==> src/rtl/macrow_fir_if.sv <==
// Bus bundle for macrow_fir: weight load port, sample input and filtered output.
interface macrow_fir_if #(
   parameter int DW = 16,
   parameter int AW = 2
);
   logic          w_we;
   logic [AW-1:0] w_addr;
   logic [DW-1:0] w_data;
   logic          w_commit;
   logic          clr;
   logic          x_valid;
   logic [DW-1:0] x_data;
   logic          y_valid;
   logic [DW-1:0] y_data;
   logic          y_ovf;

   modport master (
      output w_we, w_addr, w_data, w_commit, clr, x_valid, x_data,
      input  y_valid, y_data, y_ovf
   );

   modport slave (
      input  w_we, w_addr, w_data, w_commit, clr, x_valid, x_data,
      output y_valid, y_data, y_ovf
   );
endinterface

==> src/rtl/macrow_fir.sv <==
// Streaming N-tap signed fixed-point FIR: product row, then sum/shift/saturate.
// Weights load into a shadow bank and move to the active bank on commit.
module macrow_fir #(
   parameter int N_TAPS = 4,
   parameter int DW     = 16,
   parameter int FRAC   = 8,
   parameter int AW     = $clog2(N_TAPS),
   parameter int ACC_W  = 2*DW+AW
) (
   input logic        clk,
   input logic        reset,
   macrow_fir_if.slave bus
);
   typedef logic signed [DW-1:0]   smp_t;
   typedef logic signed [2*DW-1:0] prd_t;

   localparam logic signed [ACC_W-1:0] Y_MAX =
      {{(ACC_W-DW+1){1'b0}}, {(DW-1){1'b1}}};
   localparam logic signed [ACC_W-1:0] Y_MIN =
      {{(ACC_W-DW+1){1'b1}}, {(DW-1){1'b0}}};

   smp_t shadow [N_TAPS];
   smp_t active [N_TAPS];
   smp_t shadow_nxt [N_TAPS];
   smp_t hist [N_TAPS-1];
   smp_t hist_eff [N_TAPS-1];
   prd_t prod [N_TAPS];
   logic v1;
   logic addr_ok;
   logic take;
   logic signed [ACC_W-1:0] acc;
   logic signed [ACC_W-1:0] r;

   assign addr_ok = int'(bus.w_addr) < N_TAPS;
   assign take    = v1 && !bus.clr;

   // Same-edge write is folded in so a commit captures it.
   always_comb begin
      for (int k = 0; k < N_TAPS; k++) shadow_nxt[k] = shadow[k];
      if (bus.w_we && addr_ok) shadow_nxt[bus.w_addr] = bus.w_data;
   end

   always_comb begin
      for (int k = 0; k < N_TAPS-1; k++)
         hist_eff[k] = bus.clr ? '0 : hist[k];
   end

   always_comb begin
      acc = '0;
      for (int k = 0; k < N_TAPS; k++)
         acc = acc + {{AW{prod[k][2*DW-1]}}, prod[k]};
      r = acc >>> FRAC;
   end

   always_ff @(posedge clk) begin
      if (reset) begin
         for (int k = 0; k < N_TAPS; k++) begin
            shadow[k] <= '0;
            active[k] <= '0;
            prod[k]   <= '0;
         end
         for (int k = 0; k < N_TAPS-1; k++) hist[k] <= '0;
         v1          <= 1'b0;
         bus.y_valid <= 1'b0;
         bus.y_data  <= '0;
         bus.y_ovf   <= 1'b0;
      end else begin
         for (int k = 0; k < N_TAPS; k++) shadow[k] <= shadow_nxt[k];
         if (bus.w_commit)
            for (int k = 0; k < N_TAPS; k++) active[k] <= shadow_nxt[k];

         v1 <= bus.x_valid;
         if (bus.x_valid) begin
            prod[0] <= $signed(bus.x_data) * active[0];
            for (int k = 1; k < N_TAPS; k++)
               prod[k] <= hist_eff[k-1] * active[k];
            hist[0] <= bus.x_data;
            for (int k = 1; k < N_TAPS-1; k++) hist[k] <= hist_eff[k-1];
         end else if (bus.clr) begin
            for (int k = 0; k < N_TAPS-1; k++) hist[k] <= '0;
         end

         // clr drops the result still sitting in the product row.
         bus.y_valid <= take;
         if (take) begin
            if (r > Y_MAX) begin
               bus.y_data <= Y_MAX[DW-1:0];
               bus.y_ovf  <= 1'b1;
            end else if (r < Y_MIN) begin
               bus.y_data <= Y_MIN[DW-1:0];
               bus.y_ovf  <= 1'b1;
            end else begin
               bus.y_data <= r[DW-1:0];
               bus.y_ovf  <= 1'b0;
            end
         end
      end
   end
endmodule
==> src/flat_wrapper.sv <==
// flat-port wrapper written by rule: the top's interface ports become plain ports
module macrow_fir_flat 
#(
   parameter int N_TAPS = 4,
   parameter int DW     = 16,
   parameter int FRAC   = 8,
   parameter int AW     = $clog2(N_TAPS),
   parameter int ACC_W  = 2*DW+AW
)
  (clk, reset, bus_w_we, bus_w_addr, bus_w_data, bus_w_commit, bus_clr, bus_x_valid, bus_x_data, bus_y_valid, bus_y_data, bus_y_ovf);
  macrow_fir_if #(.DW(DW), .AW(AW)) bus_i ();
  input logic clk;
  input logic reset;
  input wire logic [$bits(bus_i.w_we)-1:0] bus_w_we;
  input wire logic [$bits(bus_i.w_addr)-1:0] bus_w_addr;
  input wire logic [$bits(bus_i.w_data)-1:0] bus_w_data;
  input wire logic [$bits(bus_i.w_commit)-1:0] bus_w_commit;
  input wire logic [$bits(bus_i.clr)-1:0] bus_clr;
  input wire logic [$bits(bus_i.x_valid)-1:0] bus_x_valid;
  input wire logic [$bits(bus_i.x_data)-1:0] bus_x_data;
  output wire logic [$bits(bus_i.y_valid)-1:0] bus_y_valid;
  output wire logic [$bits(bus_i.y_data)-1:0] bus_y_data;
  output wire logic [$bits(bus_i.y_ovf)-1:0] bus_y_ovf;
  assign bus_i.w_we = bus_w_we;
  assign bus_i.w_addr = bus_w_addr;
  assign bus_i.w_data = bus_w_data;
  assign bus_i.w_commit = bus_w_commit;
  assign bus_i.clr = bus_clr;
  assign bus_i.x_valid = bus_x_valid;
  assign bus_i.x_data = bus_x_data;
  assign bus_y_valid = bus_i.y_valid;
  assign bus_y_data = bus_i.y_data;
  assign bus_y_ovf = bus_i.y_ovf;
  macrow_fir #(.N_TAPS(N_TAPS), .DW(DW), .FRAC(FRAC), .AW(AW), .ACC_W(ACC_W)) u_core (.clk(clk), .reset(reset), .bus(bus_i));
endmodule
==> config.mk <==
export PLATFORM = sky130hd
export DESIGN_NAME = macrow_fir_flat
export DESIGN_NICKNAME = d
export VERILOG_FILES = /design/src/rtl/macrow_fir_if.sv /design/src/rtl/macrow_fir.sv /design/src/flat_wrapper.sv
export SDC_FILE = /design/constraint.sdc
export NUM_CORES = 2
export LEC_CHECK = 0
export BUFFER_PORTS_ARGS = -buffer_cell sky130_fd_sc_hd__buf_2
export CAP_MARGIN = 20
export CORE_UTILIZATION = 30
export CTS_CLUSTER_SIZE = 10
export DETAILED_ROUTE_END_ITERATION = 8
export PLACE_DENSITY = 0.52
export SYNTH_ARGS = -nofsm -noshare
export SYNTH_HDL_FRONTEND = slang
export SYNTH_SLANG_ARGS = --single-unit
export TNS_END_PERCENT = 30
==> constraint.sdc <==
create_clock -name clk -period 11.6 [get_ports clk]
set_input_delay 2.32 -clock clk [delete_from_list [all_inputs] [get_ports clk]]
set_output_delay 2.32 -clock clk [all_outputs]
set_load 0.01 [all_outputs]
* Word-level counts from Yosys, hierarchy flattened
Memory sizes are Yosys's and may differ from the RTL's.
Cells that the tools add are included.
** Cells by class
- Bitwise operators :: 19
- Add/subtract/negate cells :: 3
- $lt $le $gt $ge :: 4
- Reduce and logical (&&, ||, !) cells :: 3
- Muxes and demuxes :: 42
- Multipliers :: 4
** Operators by type and width (number)
- $mux 16 :: 20
- $mul 16x16->32 :: 4
- $mux 32 :: 4
- $add 34x34->34 :: 2
- $bwmux 64 :: 1
- $mux 64 :: 1
- $add 32x32->33 :: 1
- $demux 16 s2 :: 1
- $gt 26x16->1 const B :: 1
- $lt 26x16->1 const B :: 1
- $or 1x1->1 :: 18
- $mux 1 :: 15
- $ge 3x3->1 const B :: 1
- $lt 3x1->1 const B :: 1
- $not 2->3 :: 1
- $logic_and 1x1->1 :: 2
- $logic_not 1->1 :: 1
** Word-level totals
- RAM bits :: 304
- Bits of input ports :: 40
- Register bits after elaboration :: 19
- Word-level logic and storage cells :: 83
- Memories kept :: 4
** Memory list
- u_core.prod :: depth 4, bits a word 32, rd ports 4, clocked after Yosys merged registers in 0, wr ports 4, line macrow_fir.sv:27 : prd_t prod [N_TAPS];
- u_core.active :: depth 4, bits a word 16, rd ports 4, clocked after Yosys merged registers in 0, wr ports 4, line macrow_fir.sv:23 : smp_t active [N_TAPS];
- u_core.shadow :: depth 4, bits a word 16, rd ports 4, clocked after Yosys merged registers in 0, wr ports 4, line macrow_fir.sv:22 : smp_t shadow [N_TAPS];
- u_core.hist :: depth 3, bits a word 16, rd ports 3, clocked after Yosys merged registers in 0, wr ports 3, line macrow_fir.sv:25 : smp_t hist [N_TAPS-1];

* Logic depth before layout (Yosys ltp)
- Depth after elaboration :: 8
- Depth in mapped cells :: 28
- Depth with buffers taken out :: 27

* Worst setup path after synthesis
OpenSTA, ideal clock, no wires.
- Kind :: input -> register
- Start :: input bus_clr
- End :: memory u_core.prod[3][30] in the netlist's numbering, data pin
- Arrival time :: 8.726 ns
- Cell stages on the path :: 27
- Path slack :: 2.605 ns
- Path through :: clkbuf_1 -> clkbuf_1 -> nor2b_1 -> clkbuf_1 -> nand2_1 -> fa_1 -> inv_1 -> fa_1 -> inv_1 -> fa_1 -> fa_1 -> inv_1 -> fa_1 -> inv_1 -> fa_1 -> inv_1 -> ha_1 -> nand2_1 -> nor2_1 -> nor4b_1 -> o2111ai_1 -> nand3_1 -> nand3_1 -> and2_1 -> a2111oi_0 -> o41ai_1 -> mux2i_1
** RTL lines
- start, declared :: line flat_wrapper.sv:18 : input wire logic [$bits(bus_i.clr)-1:0] bus_clr;
- end, declared :: line macrow_fir.sv:27

==> run metrics <==
largest net degree at the start of global routing 70; P_leak 26.0 nW; Gate Count Post-Synth 5,699; Peak supply drop 0.000118 V; clk sinks 323; Area contributors post-synth fa_1, edfxtp_1, ha_1, inv_1, and2_1; crit path launch type primary input; DRC 0; Net Count, Synth 7,212; initial drt markers 2,213; Reg clk slew, reported paths 0.06 ns; CP max FO 31; Cell Pwr Density 120 nW/µm²; most area-hungry cell type in the Yosys netlist fa_1; Crit. End Element flop; I/O Buffers 57; core area 179,000 µm²; Relative slew margins 26.4%; Max Freq 103 MHz; Setup Fix Bufs, Post-CTS 0; Clk network pwr share 18.7%; Site Rows 155; WP data required 11.91 ns; vias per cell 4.62; Fill cells 18,700; vias in the first global route 40,800; Reg2Reg Setup Slack 3.86 ns; Final Cycle Share 83.7%; number of flops mapped to enable cells by yosys 240; outcome complete, no violations; Comb pwr share 59.8%; area grow syn2layout 8.02%; Worst Hold Path Cells 2; worst r2r src u_core.hist[0][31]$_SDFFCE_PP0P_; Cell Int Power 3.80 mW; Clock Skew 0.0284 ns; RSZ-0062 raised after global routing no; CTS HTree Levels 2; CTS tree built; layout cells sized above 1 4.21%; reg-to-reg endpoint u_core.prod[2][29]$_SDFFCE_PN0P_; Hold Buf Count CTS 0; Hold Crit Start u_core.shadow[0][22]$_SDFF_PP0_; initial antenna violation count 1; # IOs 58; Fin Setup TNS 0 ns; die height 428 µm; Die X 428 µm; Psw 3.23 mW; Root Buffer clkbuf_16; sequential area share after synthesis 16.3%; Worst EP arrival 10.02 ns; ys async rst share 0%; Die ar. 183,000 µm²; Area after DPL 57,300 µm²; Setup WS post-layout 1.89 ns; first-pass GRT wire length 236 mm; post-route cell area 58,800 µm²; total CTS buffers 43; Tmin final 9.71 ns; Nets 7,188; Worst Setup SP bus_clr; Final ANT Viol Nets 0; clock tree buffer depth 3; maxcap violations 0; DP HPWL 123 mm; WS Path Type primary input to flop; Skew-Pair Late Insertion Delay 0.60 ns; Slew Viols, Final 0; switch share 45.9%; setup violators final 0; pin slew with the least headroom to its limit 1.10 ns; Synth top area share 39.8%; Hold Crit Endpoint u_core.shadow[0][22]$_SDFF_PP0_; RePlAce Congestion 0.874; Total Wirelength 148 mm; Avg WL per Cell 18.3 µm; cells on worst reg2reg path 22; total grt overflow 0; synth unique cells 82; first drt pass iteration count 6; via count 37,200; pre-CTS setup slack 1.34 ns; Syn. warnings 0; commonest non-fill, non-tap cell in the layout inv_1; Primary FF master, synth edfxtp_1; Fin. Hold Viols 0; commonest non-fill, non-tap cells in the layout inv_1, fa_1, nand2_1; post_cts resized 0; Synth Area per Inst 9.55 µm²; total track usage 16.6%; Seq pwr share 21.5%; flops & latches, synth 323; synthesized area 54,400 µm²; Worst Hold Class flop to flop; Starting Density 30.4%; n_diodes 0
-- sequential cells by signal (all words and copies together), names as in the netlist --
register and count:
u_core.v1 1, u_core.bus.y_data 16, u_core.prod 128, u_core.shadow 64, u_core.bus.y_valid 1, u_core.bus.y_ovf 1
u_core.hist 48, u_core.active 64
-- stage by stage --
step                      instances  hold slack (ns)  utilization, %  power [mW]
final                          8059            0.450            32.8        7.03
after global routing           8059            0.478            32.8        7.69
after floorplan                5699            0.430               -        4.54
after global placement         7973            0.439            32.0        5.71
after detailed placement       7980            0.445            32.0        5.73
after CTS                      8054            0.452            32.8        7.09
-- power groups by stage --
stage / registers (mW) / clock network [mW] / logic (mW)
after floorplan: 1.44 / 0 / 3.10
after global routing: 1.52 / 1.38 / 4.78
after detailed placement: 1.54 / 0 / 4.19
after global placement: 1.54 / 0 / 4.17
final: 1.51 / 1.31 / 4.21
after CTS: 1.52 / 1.34 / 4.23
-- area by class of cell --
type	count	area [µm²]	area share, %
inverters	1242	4660	7.93
flip-flops and latches	323	8870	15.1
clock inverters	14	163	0.277
repair buffers	123	818	1.39
clock buffers	60	1210	2.06
multi-input cells	3942	40100	68.2
well taps	2355	2950	5.01
-- critical path, stage by stage --
cell,delay [ns]
buf_2,0.35
nor2b_1,0.87
nand2_1,0.23
inv_1,0.17
fa_1,0.49
fa_1,0.90
inv_1,0.11
fa_1,0.47
fa_1,0.56
fa_1,0.42
fa_1,0.49
inv_1,0.04
ha_1,0.35
a21o_1,0.21
a21o_1,0.18
a21oi_1,0.25
nand3b_1,0.11
a211oi_1,0.46
nor3_1,0.18
or3_1,0.37
a21oi_1,0.18
xor2_1,0.16
nor2_1,0.05
-- synthesized netlist by cell type, drive strengths merged, types with 4 or more instances --
cell type  number
a2111oi         7
a211o           5
a211oi         38
a21boi          4
a21o           70
a21oi         162
a31oi          15
a41oi           5
and2          512
and3           19
and4            6
buf             4
clkbuf        188
dfxtp          83
edfxtp        240
fa           1081
ha            392
inv          1242
mux2i           4
nand2         801
nand2b         82
nand3          31
nand3b          8
nand4           5
nor2          217
nor2b          68
nor3           33
nor4            4
o211ai         10
o21a           16
o21ai          76
o21bai         17
o31ai          11
o41ai           6
or2            14
or3             8
or4             4
xnor2         108
xor2           68
-- layer usage --
| layer | part of all wire [%] | track usage [%] |
|---|---|---|
| met2 | 49 | 28.9 |
| met3 | 3.7 | 1.72 |
| met1 | 44 | 21.8 |
| met5 | 0 | 0 |
| met4 | 3.2 | 4.66 |
-- cell families (layout without fill, tap and decap cells) --
kind of cell	count (synthesis)	after routing	share of synthesized area, %
and+or+nand+nor	1820	1820	16.2
adders and majority gates	1473	1473	48.8
buffers and inverters	1434	1439	10.0
AOI/OAI and AO/OA	469	469	5.71
DFF	323	323	16.3
xor gates and xnor gates	176	176	2.85
muxes	4	4	0.0736
-- worst max-delay path by stage --
stage,endpoint,cells past startpoint
global placement,u_core.prod[1][31]$_SDFFCE_PN0P_,28
detailed placement,u_core.prod[1][31]$_SDFFCE_PN0P_,28
floorplan,u_core.prod[3][30]$_SDFFCE_PN0P_,27
global route,u_core.prod[2][29]$_SDFFCE_PN0P_,23
CTS,u_core.prod[1][31]$_SDFFCE_PN0P_,28
finish,u_core.prod[2][29]$_SDFFCE_PN0P_,23
Power figures use the tool's default switching activity.
